<file path="config.mk">
export PLATFORM = sky130hd
export DESIGN_NAME = tdpsram_req_arbiter_flat
export DESIGN_NICKNAME = d
export VERILOG_FILES = /design/src/rtl/tdpsram_req_arbiter_if.sv /design/src/rtl/tdpsram_req_arbiter.sv /design/src/flat_wrapper.sv
export SDC_FILE = /design/constraint.sdc
export NUM_CORES = 1
export LEC_CHECK = 0
export ABC_AREA = 1
export ABC_CLOCK_PERIOD_IN_PS = 1700
export BUFFER_PORTS_ARGS = -buffer_cell sky130_fd_sc_hd__buf_2
export CORE_ASPECT_RATIO = 0.7
export CORE_MARGIN = 4
export CORE_UTILIZATION = 40
export CTS_CLUSTER_SIZE = 10
export DETAILED_ROUTE_END_ITERATION = 7
export GPL_ROUTABILITY_DRIVEN = 0
export HOLD_SLACK_MARGIN = 0.12
export PLACE_DENSITY = 0.75
export SYNTH_ARGS = -nofsm -noshare
export SYNTH_HDL_FRONTEND = slang
export SYNTH_SLANG_ARGS = --single-unit
</file>
<file path="constraint.sdc">
create_clock -name clk -period 1.7 [get_ports clk]
set_clock_uncertainty 0.05 [all_clocks]
set_input_delay 0.17 -clock clk [delete_from_list [all_inputs] [get_ports clk]]
set_output_delay 0.17 -clock clk [all_outputs]
set_load 0.01 [all_outputs]
</file>
<file path="src/rtl/tdpsram_req_arbiter_if.sv">
// Request/response channel between one requester and the dual-port SRAM arbiter.
// The master drives requests and accepts responses; the slave is the arbiter side.
interface tdpsram_req_arbiter_if #(
    parameter int DW = 32,
    parameter int AW = 10,
    parameter int NB = 4
);
    logic          req_valid;
    logic          req_ready;
    logic [AW-1:0] req_addr;
    logic [NB-1:0] req_we;
    logic [DW-1:0] req_wdata;
    logic          resp_valid;
    logic          resp_ready;
    logic [DW-1:0] resp_rdata;

    modport master (
        output req_valid, req_addr, req_we, req_wdata, resp_ready,
        input  req_ready, resp_valid, resp_rdata
    );

    modport slave (
        input  req_valid, req_addr, req_we, req_wdata, resp_ready,
        output req_ready, resp_valid, resp_rdata
    );
endinterface

</file>
<file path="src/rtl/tdpsram_req_arbiter.sv">
// Dual-port SRAM front-end: two valid/ready requesters, round-robin serialization of
// same-address collisions, and one response per accepted request with stall buffering.
module tdpsram_req_arbiter #(
    parameter int DATA_WIDTH = 32,
    parameter int DATA_DEPTH = 1024,
    parameter int BYTE_SIZE  = 8,
    localparam int AW = $clog2(DATA_DEPTH),
    localparam int NB = DATA_WIDTH / BYTE_SIZE
) (
    input  logic                  clk,
    input  logic                  rst_n,
    tdpsram_req_arbiter_if.slave  a_if,
    tdpsram_req_arbiter_if.slave  b_if,
    output logic [AW-1:0]         addr0_o,
    output logic                  en0_o,
    output logic [NB-1:0]         we0_o,
    output logic [DATA_WIDTH-1:0] wdata0_o,
    input  logic [DATA_WIDTH-1:0] rdata0_i,
    output logic [AW-1:0]         addr1_o,
    output logic                  en1_o,
    output logic [NB-1:0]         we1_o,
    output logic [DATA_WIDTH-1:0] wdata1_o,
    input  logic [DATA_WIDTH-1:0] rdata1_i,
    output logic [15:0]           conflict_cnt_o
);

    typedef enum logic [1:0] {
        IDLE = 2'd0,
        INFL = 2'd1,
        HOLD = 2'd2
    } state_t;

    state_t                state_q    [2];
    state_t                state_d    [2];
    logic [DATA_WIDTH-1:0] hold_q     [2];
    logic [DATA_WIDTH-1:0] hold_d     [2];
    logic [DATA_WIDTH-1:0] rdata      [2];
    logic [DATA_WIDTH-1:0] resp_rdata [2];

    logic [1:0]  req_valid;
    logic [1:0]  resp_ready;
    logic [1:0]  can_acc;
    logic [1:0]  eligible;
    logic [1:0]  req_ready;
    logic [1:0]  accept;
    logic [1:0]  resp_valid;
    logic        addr_eq;
    logic        conflict;
    logic        rr_q;
    logic [15:0] cnt_q;

    assign req_valid  = {b_if.req_valid, a_if.req_valid};
    assign resp_ready = {b_if.resp_ready, a_if.resp_ready};
    assign rdata[0]   = rdata0_i;
    assign rdata[1]   = rdata1_i;

    // A port can take a new request when idle or when its pending response drains now.
    always_comb begin
        can_acc = '0;
        for (int i = 0; i < 2; i++) begin
            can_acc[i] = (state_q[i] == IDLE) | resp_ready[i];
        end
    end

    assign addr_eq  = (a_if.req_addr == b_if.req_addr);
    assign eligible = req_valid & can_acc;
    assign conflict = &eligible & addr_eq;

    // Each side is only held off by an eligible same-address competitor that owns priority,
    // so a side's ready never looks at its own valid.
    assign req_ready[0] = rst_n & can_acc[0] & ~(rr_q & eligible[1] & addr_eq);
    assign req_ready[1] = rst_n & can_acc[1] & ~(~rr_q & eligible[0] & addr_eq);
    assign accept       = req_valid & req_ready;

    always_comb begin
        resp_valid = '0;
        for (int i = 0; i < 2; i++) begin
            state_d[i]    = state_q[i];
            hold_d[i]     = hold_q[i];
            resp_rdata[i] = rdata[i];
            case (state_q[i])
                IDLE: ;
                INFL: begin
                    resp_valid[i] = 1'b1;
                    if (!resp_ready[i]) hold_d[i] = rdata[i];
                end
                HOLD: begin
                    resp_valid[i] = 1'b1;
                    resp_rdata[i] = hold_q[i];
                end
                default: state_d[i] = IDLE;
            endcase
            if (accept[i]) begin
                state_d[i] = INFL;
            end else if (resp_valid[i] && resp_ready[i]) begin
                state_d[i] = IDLE;
            end else if (state_q[i] == INFL) begin
                state_d[i] = HOLD;
            end
        end
    end

    always_ff @(posedge clk or negedge rst_n) begin
        if (!rst_n) begin
            for (int i = 0; i < 2; i++) begin
                state_q[i] <= IDLE;
                hold_q[i]  <= '0;
            end
            rr_q  <= 1'b0;
            cnt_q <= '0;
        end else begin
            for (int i = 0; i < 2; i++) begin
                state_q[i] <= state_d[i];
                hold_q[i]  <= hold_d[i];
            end
            if (conflict) begin
                rr_q <= ~rr_q;
                if (cnt_q != 16'hFFFF) cnt_q <= cnt_q + 16'd1;
            end
        end
    end

    assign a_if.req_ready  = req_ready[0];
    assign a_if.resp_valid = resp_valid[0];
    assign a_if.resp_rdata = resp_rdata[0];
    assign b_if.req_ready  = req_ready[1];
    assign b_if.resp_valid = resp_valid[1];
    assign b_if.resp_rdata = resp_rdata[1];

    assign en0_o    = accept[0];
    assign addr0_o  = a_if.req_addr;
    assign we0_o    = accept[0] ? a_if.req_we : '0;
    assign wdata0_o = a_if.req_wdata;
    assign en1_o    = accept[1];
    assign addr1_o  = b_if.req_addr;
    assign we1_o    = accept[1] ? b_if.req_we : '0;
    assign wdata1_o = b_if.req_wdata;

    assign conflict_cnt_o = cnt_q;

endmodule

</file>
<file path="src/flat_wrapper.sv">
// flat-port wrapper written by rule: the top's interface ports become plain ports
module tdpsram_req_arbiter_flat 
#(
    parameter int DATA_WIDTH = 32,
    parameter int DATA_DEPTH = 1024,
    parameter int BYTE_SIZE  = 8,
    localparam int AW = $clog2(DATA_DEPTH),
    localparam int NB = DATA_WIDTH / BYTE_SIZE
)
  (clk, rst_n, addr0_o, en0_o, we0_o, wdata0_o, rdata0_i, addr1_o, en1_o, we1_o, wdata1_o, rdata1_i, conflict_cnt_o, a_if_req_valid, a_if_req_addr, a_if_req_we, a_if_req_wdata, a_if_resp_ready, a_if_req_ready, a_if_resp_valid, a_if_resp_rdata, b_if_req_valid, b_if_req_addr, b_if_req_we, b_if_req_wdata, b_if_resp_ready, b_if_req_ready, b_if_resp_valid, b_if_resp_rdata);
  tdpsram_req_arbiter_if #(.DW((32)), .AW((10)), .NB((4))) a_if_i ();
  tdpsram_req_arbiter_if #(.DW((32)), .AW((10)), .NB((4))) b_if_i ();
  input  logic clk;
  input  logic rst_n;
  output logic [AW-1:0] addr0_o;
  output logic en0_o;
  output logic [NB-1:0] we0_o;
  output logic [DATA_WIDTH-1:0] wdata0_o;
  input  logic [DATA_WIDTH-1:0] rdata0_i;
  output logic [AW-1:0] addr1_o;
  output logic en1_o;
  output logic [NB-1:0] we1_o;
  output logic [DATA_WIDTH-1:0] wdata1_o;
  input  logic [DATA_WIDTH-1:0] rdata1_i;
  output logic [15:0] conflict_cnt_o;
  input wire logic [$bits(a_if_i.req_valid)-1:0] a_if_req_valid;
  input wire logic [$bits(a_if_i.req_addr)-1:0] a_if_req_addr;
  input wire logic [$bits(a_if_i.req_we)-1:0] a_if_req_we;
  input wire logic [$bits(a_if_i.req_wdata)-1:0] a_if_req_wdata;
  input wire logic [$bits(a_if_i.resp_ready)-1:0] a_if_resp_ready;
  output wire logic [$bits(a_if_i.req_ready)-1:0] a_if_req_ready;
  output wire logic [$bits(a_if_i.resp_valid)-1:0] a_if_resp_valid;
  output wire logic [$bits(a_if_i.resp_rdata)-1:0] a_if_resp_rdata;
  input wire logic [$bits(b_if_i.req_valid)-1:0] b_if_req_valid;
  input wire logic [$bits(b_if_i.req_addr)-1:0] b_if_req_addr;
  input wire logic [$bits(b_if_i.req_we)-1:0] b_if_req_we;
  input wire logic [$bits(b_if_i.req_wdata)-1:0] b_if_req_wdata;
  input wire logic [$bits(b_if_i.resp_ready)-1:0] b_if_resp_ready;
  output wire logic [$bits(b_if_i.req_ready)-1:0] b_if_req_ready;
  output wire logic [$bits(b_if_i.resp_valid)-1:0] b_if_resp_valid;
  output wire logic [$bits(b_if_i.resp_rdata)-1:0] b_if_resp_rdata;
  assign a_if_i.req_valid = a_if_req_valid;
  assign a_if_i.req_addr = a_if_req_addr;
  assign a_if_i.req_we = a_if_req_we;
  assign a_if_i.req_wdata = a_if_req_wdata;
  assign a_if_i.resp_ready = a_if_resp_ready;
  assign a_if_req_ready = a_if_i.req_ready;
  assign a_if_resp_valid = a_if_i.resp_valid;
  assign a_if_resp_rdata = a_if_i.resp_rdata;
  assign b_if_i.req_valid = b_if_req_valid;
  assign b_if_i.req_addr = b_if_req_addr;
  assign b_if_i.req_we = b_if_req_we;
  assign b_if_i.req_wdata = b_if_req_wdata;
  assign b_if_i.resp_ready = b_if_resp_ready;
  assign b_if_req_ready = b_if_i.req_ready;
  assign b_if_resp_valid = b_if_i.resp_valid;
  assign b_if_resp_rdata = b_if_i.resp_rdata;
  tdpsram_req_arbiter #(.DATA_WIDTH(DATA_WIDTH), .DATA_DEPTH(DATA_DEPTH), .BYTE_SIZE(BYTE_SIZE)) u_core (.clk(clk), .rst_n(rst_n), .a_if(a_if_i), .b_if(b_if_i), .addr0_o(addr0_o), .en0_o(en0_o), .we0_o(we0_o), .wdata0_o(wdata0_o), .rdata0_i(rdata0_i), .addr1_o(addr1_o), .en1_o(en1_o), .we1_o(we1_o), .wdata1_o(wdata1_o), .rdata1_i(rdata1_i), .conflict_cnt_o(conflict_cnt_o));
endmodule
</file>
==> results of run 1 <==
layout by cell type, fill, tap and decap left out, types with 19 or more instances in the layout:
cell | Yosys | layout
buf_2 | 2 | 205
buf_4 | 85 | 31
dfrtp_1 | 85 | 85
nand4_1 | 19 | 19
nor2_1 | 31 | 26
o21ai_0 | 132 | 66
dlygate4sd3_1 | 0 | 66
o21ai_2 | 0 | 49
nand2_2 | 13 | 31
inv_1 | 108 | 103
nand2_1 | 210 | 185
registers in the layout, summed over array words and instances, names as in the netlist:
register and flops:
u_core.rr_q 1, u_core.conflict_cnt_o 16, u_core.hold_q 64, u_core.state_q 4
layout make-up:
class | instances | area [um2] | area share (%)
multi-input cells | 460 | 2670 | 32.2
repair buffers | 336 | 2530 | 30.5
flip-flops and latches | 85 | 2130 | 25.7
inverters | 108 | 405 | 4.89
clock buffers | 11 | 243 | 2.93
well taps | 185 | 231 | 2.79
clock inverters | 5 | 83.8 | 1.01
path summary, 6_finish.rpt:
path	start	endpoint	slack [ns]	cells past startpoint
setup / recovery	u_core.state_q[0]$_DFFE_PN0P_	b_if_resp_rdata[19]	-0.28	8
hold / removal	rdata0_i[12]	u_core.hold_q[44]$_DFFE_PN0P_	0.16	3
setup reg to reg	u_core.state_q[0]$_DFFE_PN0P_	u_core.conflict_cnt_o[14]$_DFFE_PN0P_	0.04	9
hold reg to reg	u_core.hold_q[45]$_DFFE_PN0P_	u_core.hold_q[45]$_DFFE_PN0P_	0.44	2
max in group asynchronous	rst_n	u_core.hold_q[2]$_DFFE_PN0P_	0.74	3
min in group asynchronous	rst_n	u_core.conflict_cnt_o[10]$_DFFE_PN0P_	0.43	3
logic make-up (layout without fill, tap and decap cells):
family	after synthesis	count (layout)	synth area share, %
compound gates	136	136	12.3
flops	85	85	38.4
xor+xnor	13	13	2.05
fa+ha+maj	7	7	1.58
simple gates	303	304	24.6
buf+inv	222	460	21.1
metrics by stage:
| step | cells | hold slack [ns] | util [%] |
|---|---|---|---|
| 3_3_place_gp | 1084 | 0.223 | 48.0 |
| 4_1_cts | 1176 | 0.131 | 58.0 |
| 3_5_place_dp | 1084 | 0.230 | 48.0 |
| 2_1_floorplan | 766 | -0.176 | - |
| 5_1_grt | 1190 | 0.143 | 62.0 |
| 6_report | 1190 | 0.157 | 62.0 |
per-layer routing:
layer	wire length (um)	track usage, %	part of all wire, %
met5	0	0	0
met1	8150	29.6	43
met4	320	4.15	1.7
met2	8340	31.2	44
met3	1930	9.08	10
critical path: stages (launching register included):
cell and delay [ns]:
dfrtp_1 0.39, inv_2 0.09, buf_6 0.11, ha_4 0.25
buf_12 0.16, clkbuf_16 0.14, nand2_4 0.04, o21ai_1 0.08
buf_2 0.15
repair_timing:
item	4_1_cts	5_1_grt
cloned	4	9
endpoints found under the hold margin	150	0
buffers inserted	6	9
hold buffers	66	0
endpoints found under the setup margin	76	93
resized for setup	102	96
pin swaps	9	12
power breakdown:
group          total (uW)  switching (uW)  internal [uW]
combinational        4760            2490           2260
sequential           3250             494           2760
clock                2140             809           1330
==> reports/qor.log, run 1 <==
INFO  route          drcViolationCount=0
INFO  logic_synthesis top_cell_type_s_share_of_synthesized_area=38.4%
INFO  global_routing pin_count_of_the_biggest_net_entering_global_routing=86
INFO  sta            grt_setup_unrepaired=true
INFO  sta            period_utilisation_layout=116%
INFO  clock_tree     cts_buffers=9
INFO  clock_tree     cts.root.buffer_cell=clkbuf_16
INFO  clock_tree     clk_transition_reported_paths=0.07ns
INFO  global_routing grt_overflow=0
INFO  global_routing vias_in_the_first_global_route=5396
INFO  floorplanning  floorplan.io_pins=340
INFO  logic_synthesis synth-seq-area-share=38.4%
INFO  logic_synthesis async_flop_share=100%
INFO  clock_tree     htree_num_levels=3
INFO  sta            slew_violations=0
INFO  route          drtIter0Drc=393
INFO  clock_tree     clock_sink_count=85
INFO  logic_synthesis syn-num-nets=935
INFO  sta            tightestPinTransition=0.507ns
INFO  logic_synthesis synth_edf_count=0
INFO  critical_path  end_kind=output port
INFO  logic_synthesis post_synth_inst_count=766
INFO  cells_and_area post_route_cells_drive_above_1_share=40.8%
INFO  critical_path  crit_fanout=8
INFO  route          total_via_count_in_the_routed_design=5797
INFO  logic_synthesis postSynthAreaPerCell=7.24um2
INFO  power          power.leakage=0.00443uW
INFO  flow_run       cap_viol_max_count=0
INFO  logic_synthesis synth_cell_types=24
INFO  route          post_drt_wl_per_cell=15.8um
INFO  global_routing first_pass_grt_wire_length=27.4mm
INFO  placement      postPlaceCellArea=6410um2
INFO  placement      placement.io_buffers=211
INFO  clock_tree     clkLatencyLatePin=0.33ns
INFO  route          drt-total-wl=18.7mm
INFO  floorplanning  dieArea=15800um2
INFO  sta            setup-violations-final=76
INFO  logic_synthesis flop_and_latch_count_out_of_synthesis=85
INFO  power          p_per_area=1220nW/um2
INFO  sta            timing.fmax=0.505GHz
INFO  logic_synthesis synth.top_cells.by_count=nand2_1 (210), o21ai_0 (132), inv_1 (108)
INFO  global_routing grt_usage=21.4%
INFO  global_routing grt_antenna_before_repair=0
INFO  placement      detailed_place_hpwl=11.1mm
INFO  route          avgViaCountPerCell=4.87
INFO  clock_tree     cts_tree=yes
INFO  cells_and_area final_cell_area=8290um2
INFO  floorplanning  chipWidth=149um
INFO  logic_synthesis synth_ff_type=dfrtp_1
INFO  run_status     failed_checks=negative setup slack
INFO  cells_and_area flow.area_growth_from_synthesis=49.4%
INFO  critical_path  cp-start-kind=register
INFO  cells_and_area final.fill_count=1074
INFO  floorplanning  coreArea=13400um2
INFO  power          vdd_ir_drop_max=0.000719V
INFO  cells_and_area finish.net_count=1169
INFO  sta            timing.slew.headroom=66.2%
INFO  critical_path  worst_ep_required_time=1.48ns
INFO  sta            fin_ws=-0.279ns
INFO  clock_tree     cts_buffer_depth=2
INFO  run_status     outcome=finished, violations left
INFO  floorplanning  floorplan.initialDensity=41.5%
INFO  sta            timing.setup.tns=-13.58ns
INFO  logic_synthesis netlist_top_cells_area=dfrtp_1 (38%), nand2_1 (14%), o21ai_0 (12%)
INFO  route          detail_route.first_pass.iterations=5
INFO  logic_synthesis post-synth-top-count-cell=nand2_1
INFO  cells_and_area antenna_cells=0
INFO  logic_synthesis syn-cell-area=5540um2
INFO  floorplanning  placementRows=35
INFO  route          drtAntennaViolNets=0
INFO  logic_synthesis yosys_warnings=0
INFO  power          design_power_total=10100uW
INFO  sta            post-route-min-period=1.98ns
INFO  floorplanning  die-height=107um
INFO  placement      place_ws=-0.0478ns
INFO  sta            timing_hold_violations_final=0
INFO  critical_path  worst-endpoint-arrival=1.76ns
INFO  logic_synthesis netlist.top_cell.by_area=dfrtp_1
INFO  hold_path      worst_hold_path_type=primary input to register
INFO  critical_path  kind_of_critical_path=register to output port
No activity file was read; power rests on OpenSTA's default activity.
==> run 2: changes to the inputs <==
--- a/config.mk
+++ b/config.mk
@@ -8,14 +8,13 @@
 export ABC_AREA = 1
 export ABC_CLOCK_PERIOD_IN_PS = 1700
 export BUFFER_PORTS_ARGS = -buffer_cell sky130_fd_sc_hd__buf_2
-export CORE_ASPECT_RATIO = 0.7
-export CORE_MARGIN = 4
-export CORE_UTILIZATION = 40
+export CORE_AREA = 3 3 129 131
 export CTS_CLUSTER_SIZE = 10
 export DETAILED_ROUTE_END_ITERATION = 7
+export DIE_AREA = 0 0 132 134
 export GPL_ROUTABILITY_DRIVEN = 0
 export HOLD_SLACK_MARGIN = 0.12
-export PLACE_DENSITY = 0.75
+export PLACE_DENSITY = 0.68
 export SYNTH_ARGS = -nofsm -noshare
 export SYNTH_HDL_FRONTEND = slang
 export SYNTH_SLANG_ARGS = --single-unit
==> reports/qor.log, run 2 (synthesis results as in run 1) <==
INFO  run_status     outcome=finished, violations left
INFO  run_status     failed_checks=negative setup slack
INFO  sta            period_utilisation_layout=114% [-2.5 points]
INFO  clock_tree     clkLatencyLatePin=0.35ns [+0.02 ns]
INFO  clock_tree     cts.root.buffer_cell=clkbuf_16
INFO  power          seqPwrFrac=32.5% [+0.5 points]
INFO  sta            tightestPinTransition=0.524ns [+0.0170 ns]
INFO  clock_tree     clock_sink_count=85 [unchanged]
INFO  critical_path  cp_cell_sequence=inv_2 > ha_4 > o21ai_2 > nor2_1 > nand3_1 > nand3_2 > buf_8 > nor2_2 > buf_2
INFO  route          drtAntennaViolNets=0 [unchanged]
INFO  floorplanning  coreArea=15700um2 [+18%]
INFO  sta            timing_hold_violations_final=0 [unchanged]
INFO  route          total_via_count_in_the_routed_design=5587 [-3.6%]
INFO  critical_path  end_kind=output port
INFO  power          netSwitchingFraction=38.1% [+0.70 points]
INFO  route          drtIter0Drc=257 [-35%]
INFO  critical_path  crit_fanout=7 [-1]
INFO  critical_path  worst_ep_required_time=1.48ns [about the same]
INFO  global_routing vias_in_the_first_global_route=5418 [+0.41%]
INFO  critical_path  cp-start-kind=register
INFO  sta            setup-violations-final=76 [unchanged]
INFO  hold_path      worst_hold_path_type=primary input to register
INFO  route          post_drt_wl_per_cell=14.3um [-9.4%]
INFO  floorplanning  dieArea=17700um2 [+12%]
INFO  placement      placement.io_buffers=211 [unchanged]
INFO  power          power.leakage=0.00447uW [+0.76%]
INFO  power          vdd_ir_drop_max=0.000689V [-4.1%]
INFO  cells_and_area final_cell_area=8290um2 [about the same]
INFO  route          avgViaCountPerCell=4.60 [-5.6%]
INFO  floorplanning  die-height=134um [+26%]
INFO  cells_and_area flow.area_growth_from_synthesis=49.5% [about the same]
INFO  cells_and_area antenna_cells=0 [unchanged]
INFO  placement      postPlaceCellArea=6430um2 [+0.33%]
INFO  cells_and_area finish.net_count=1163 [-0.51%]
INFO  cells_and_area final_cell_mix=buf_2 (204), nand2_1 (176), inv_1 (102), dfrtp_1 (85), dlygate4sd3_1 (67)
INFO  clock_tree     clk_transition_reported_paths=0.06ns [about the same]
INFO  critical_path  kind_of_critical_path=register to output port
INFO  route          detail_route.first_pass.iterations=5 [unchanged]
INFO  global_routing grt_usage=18.0% [-3.4 points]
INFO  sta            fin_ws=-0.237ns [+0.0429 ns]
INFO  global_routing pin_count_of_the_biggest_net_entering_global_routing=86 [unchanged]
INFO  sta            grt_setup_unrepaired=true
INFO  floorplanning  chipWidth=132um [-11%]
INFO  power          clockPowerShare=20.5% [-0.6 points]
INFO  critical_path  critical_path.max_stage_delay=0.37ns [-0.02 ns]
INFO  power          internal_power_of_the_cells=6220uW [-2.0%]
INFO  clock_tree     cts_tree=yes
INFO  sta            timing.fmax=0.516GHz [+2.2%]
INFO  cells_and_area top_register=u_core.hold_q
INFO  global_routing grt_overflow=0 [unchanged]
INFO  critical_path  timing.critical_path.slowest_stage_cell=dfrtp_1
INFO  global_routing first_pass_grt_wire_length=25.9mm [-5.3%]
INFO  route          drt-total-wl=17.3mm [-7.4%]
INFO  sta            slew_violations=0 [unchanged]
INFO  floorplanning  floorplan.io_pins=340 [unchanged]
INFO  placement      detailed_place_hpwl=10.2mm [-8.2%]
INFO  power          netSwitchingPower=3830uW [+0.99%]
INFO  clock_tree     cts_buffer_depth=2 [unchanged]
INFO  critical_path  worst-endpoint-arrival=1.72ns [-0.04 ns]
INFO  sta            timing.setup.tns=-12.59ns [+0.998 ns]
INFO  sta            timing.slew.headroom=65.1% [-1.1 points]
INFO  power          gate_power_share=47.0% [about the same]
INFO  floorplanning  floorplan.initialDensity=35.3% [-6.2 points]
INFO  cells_and_area post_route_cells_drive_above_1_share=39.9% [-0.86 points]
INFO  flow_run       cap_viol_max_count=0 [unchanged]
INFO  cells_and_area final.fill_count=1385 [+29%]
INFO  global_routing grt_antenna_before_repair=2 [+2]
INFO  clock_tree     htree_num_levels=3 [unchanged]
INFO  route          drcViolationCount=0 [unchanged]
INFO  sta            post-route-min-period=1.94ns [-0.0429 ns]
INFO  clock_tree     cts_buffers=9 [unchanged]
INFO  floorplanning  placementRows=46 [+31%]
INFO  cells_and_area largest_register_ff_count=64 [unchanged]
INFO  cells_and_area most_frequent_standard_cell_in_the_layout_excluding_fill_and_tap_cells=buf_2
INFO  power          p_per_area=1210nW/um2 [-0.89%]
==> run 2: layout make-up <==
| type | count | area, um2 | area share, % |
|---|---|---|---|
| flip-flops and latches | 85 | 2130 | 25.7 |
| clock buffers | 10 | 239 | 2.88 |
| well taps | 216 | 270 | 3.26 |
| inverters | 108 | 408 | 4.92 |
| clock inverters | 6 | 70.1 | 0.846 |
| multi-input cells | 460 | 2680 | 32.4 |
| repair buffers | 330 | 2490 | 30.0 |
==> run 2: repair_timing <==
item / 4_1_cts / 5_1_grt
endpoints found under the hold margin: 152 / 85
pin swaps: 19 / 11
gates resized for setup: 135 / 72
setup buffers: 8 / 8
cloned: 6 / 4
hold buffers: 66 / 1
endpoints found under the setup margin: 76 / 93
==> run 2: power by group through the flow <==
stage	combinational (uW)	clock (uW)	sequential (uW)
3_3_place_gp	3110	0	3130
2_1_floorplan	2080	0	3070
4_1_cts	4240	2140	3180
3_5_place_dp	3190	0	3140
5_1_grt	5190	2210	3340
6_report	4730	2060	3270
==> run 2: per-stage QoR <==
step | util (%) | instances | setup WS, ns | power, uW | hold WS [ns]
4_1_cts | 50.2 | 1205 | -0.210 | 9560 | -0.163
3_5_place_dp | 40.9 | 1109 | -0.0225 | 6330 | 0.217
3_3_place_gp | 40.9 | 1109 | 0.0680 | 6240 | 0.208
5_1_grt | 52.7 | 1215 | -0.307 | 10700 | 0.185
2_1_floorplan | - | 766 | 0.0104 | 5150 | -0.176
6_report | 52.7 | 1215 | -0.237 | 10100 | 0.163
==> run 2: critical path: cells and delay by family, from the launching register on <==
family                     cells  cell delay, ns
AOI/OAI and AO/OA              1            0.15
DFF                            1            0.37
adders and majority gates      1            0.16
and+or+nand+nor                4            0.34
buffers and inverters          3            0.35
==> run 2: path summary, 6_finish.rpt <==
| check | cells after the start | endpoint | slack, ns | start |
|---|---|---|---|---|
| worst max-delay path | 9 | we0_o[1] | -0.24 | u_core.state_q[0]$_DFFE_PN0P_ |
| worst min-delay path | 4 | u_core.state_q[2]$_DFFE_PN0P_ | 0.16 | a_if_resp_ready |
| worst max register to register | 9 | u_core.state_q[3]$_DFFE_PN0P_ | 0.10 | u_core.state_q[2]$_DFFE_PN0P_ |
| worst min register to register | 2 | u_core.hold_q[37]$_DFFE_PN0P_ | 0.44 | u_core.hold_q[37]$_DFFE_PN0P_ |
| max in group asynchronous | 3 | u_core.conflict_cnt_o[2]$_DFFE_PN0P_ | 0.78 | rst_n |
| min in group asynchronous | 3 | u_core.rr_q$_DFFE_PN0P_ | 0.36 | rst_n |
==> run 2: layer usage <==
metal  GRT usage, %  share of wire (%)  vias to the layer above
met5              0               0.12                        -
met4           7.12                2.3                        4
met3           5.63                7.9                       45
met2           31.3                 49                      212
met1           20.6                 40                     2564
li1               -                  -                     2762
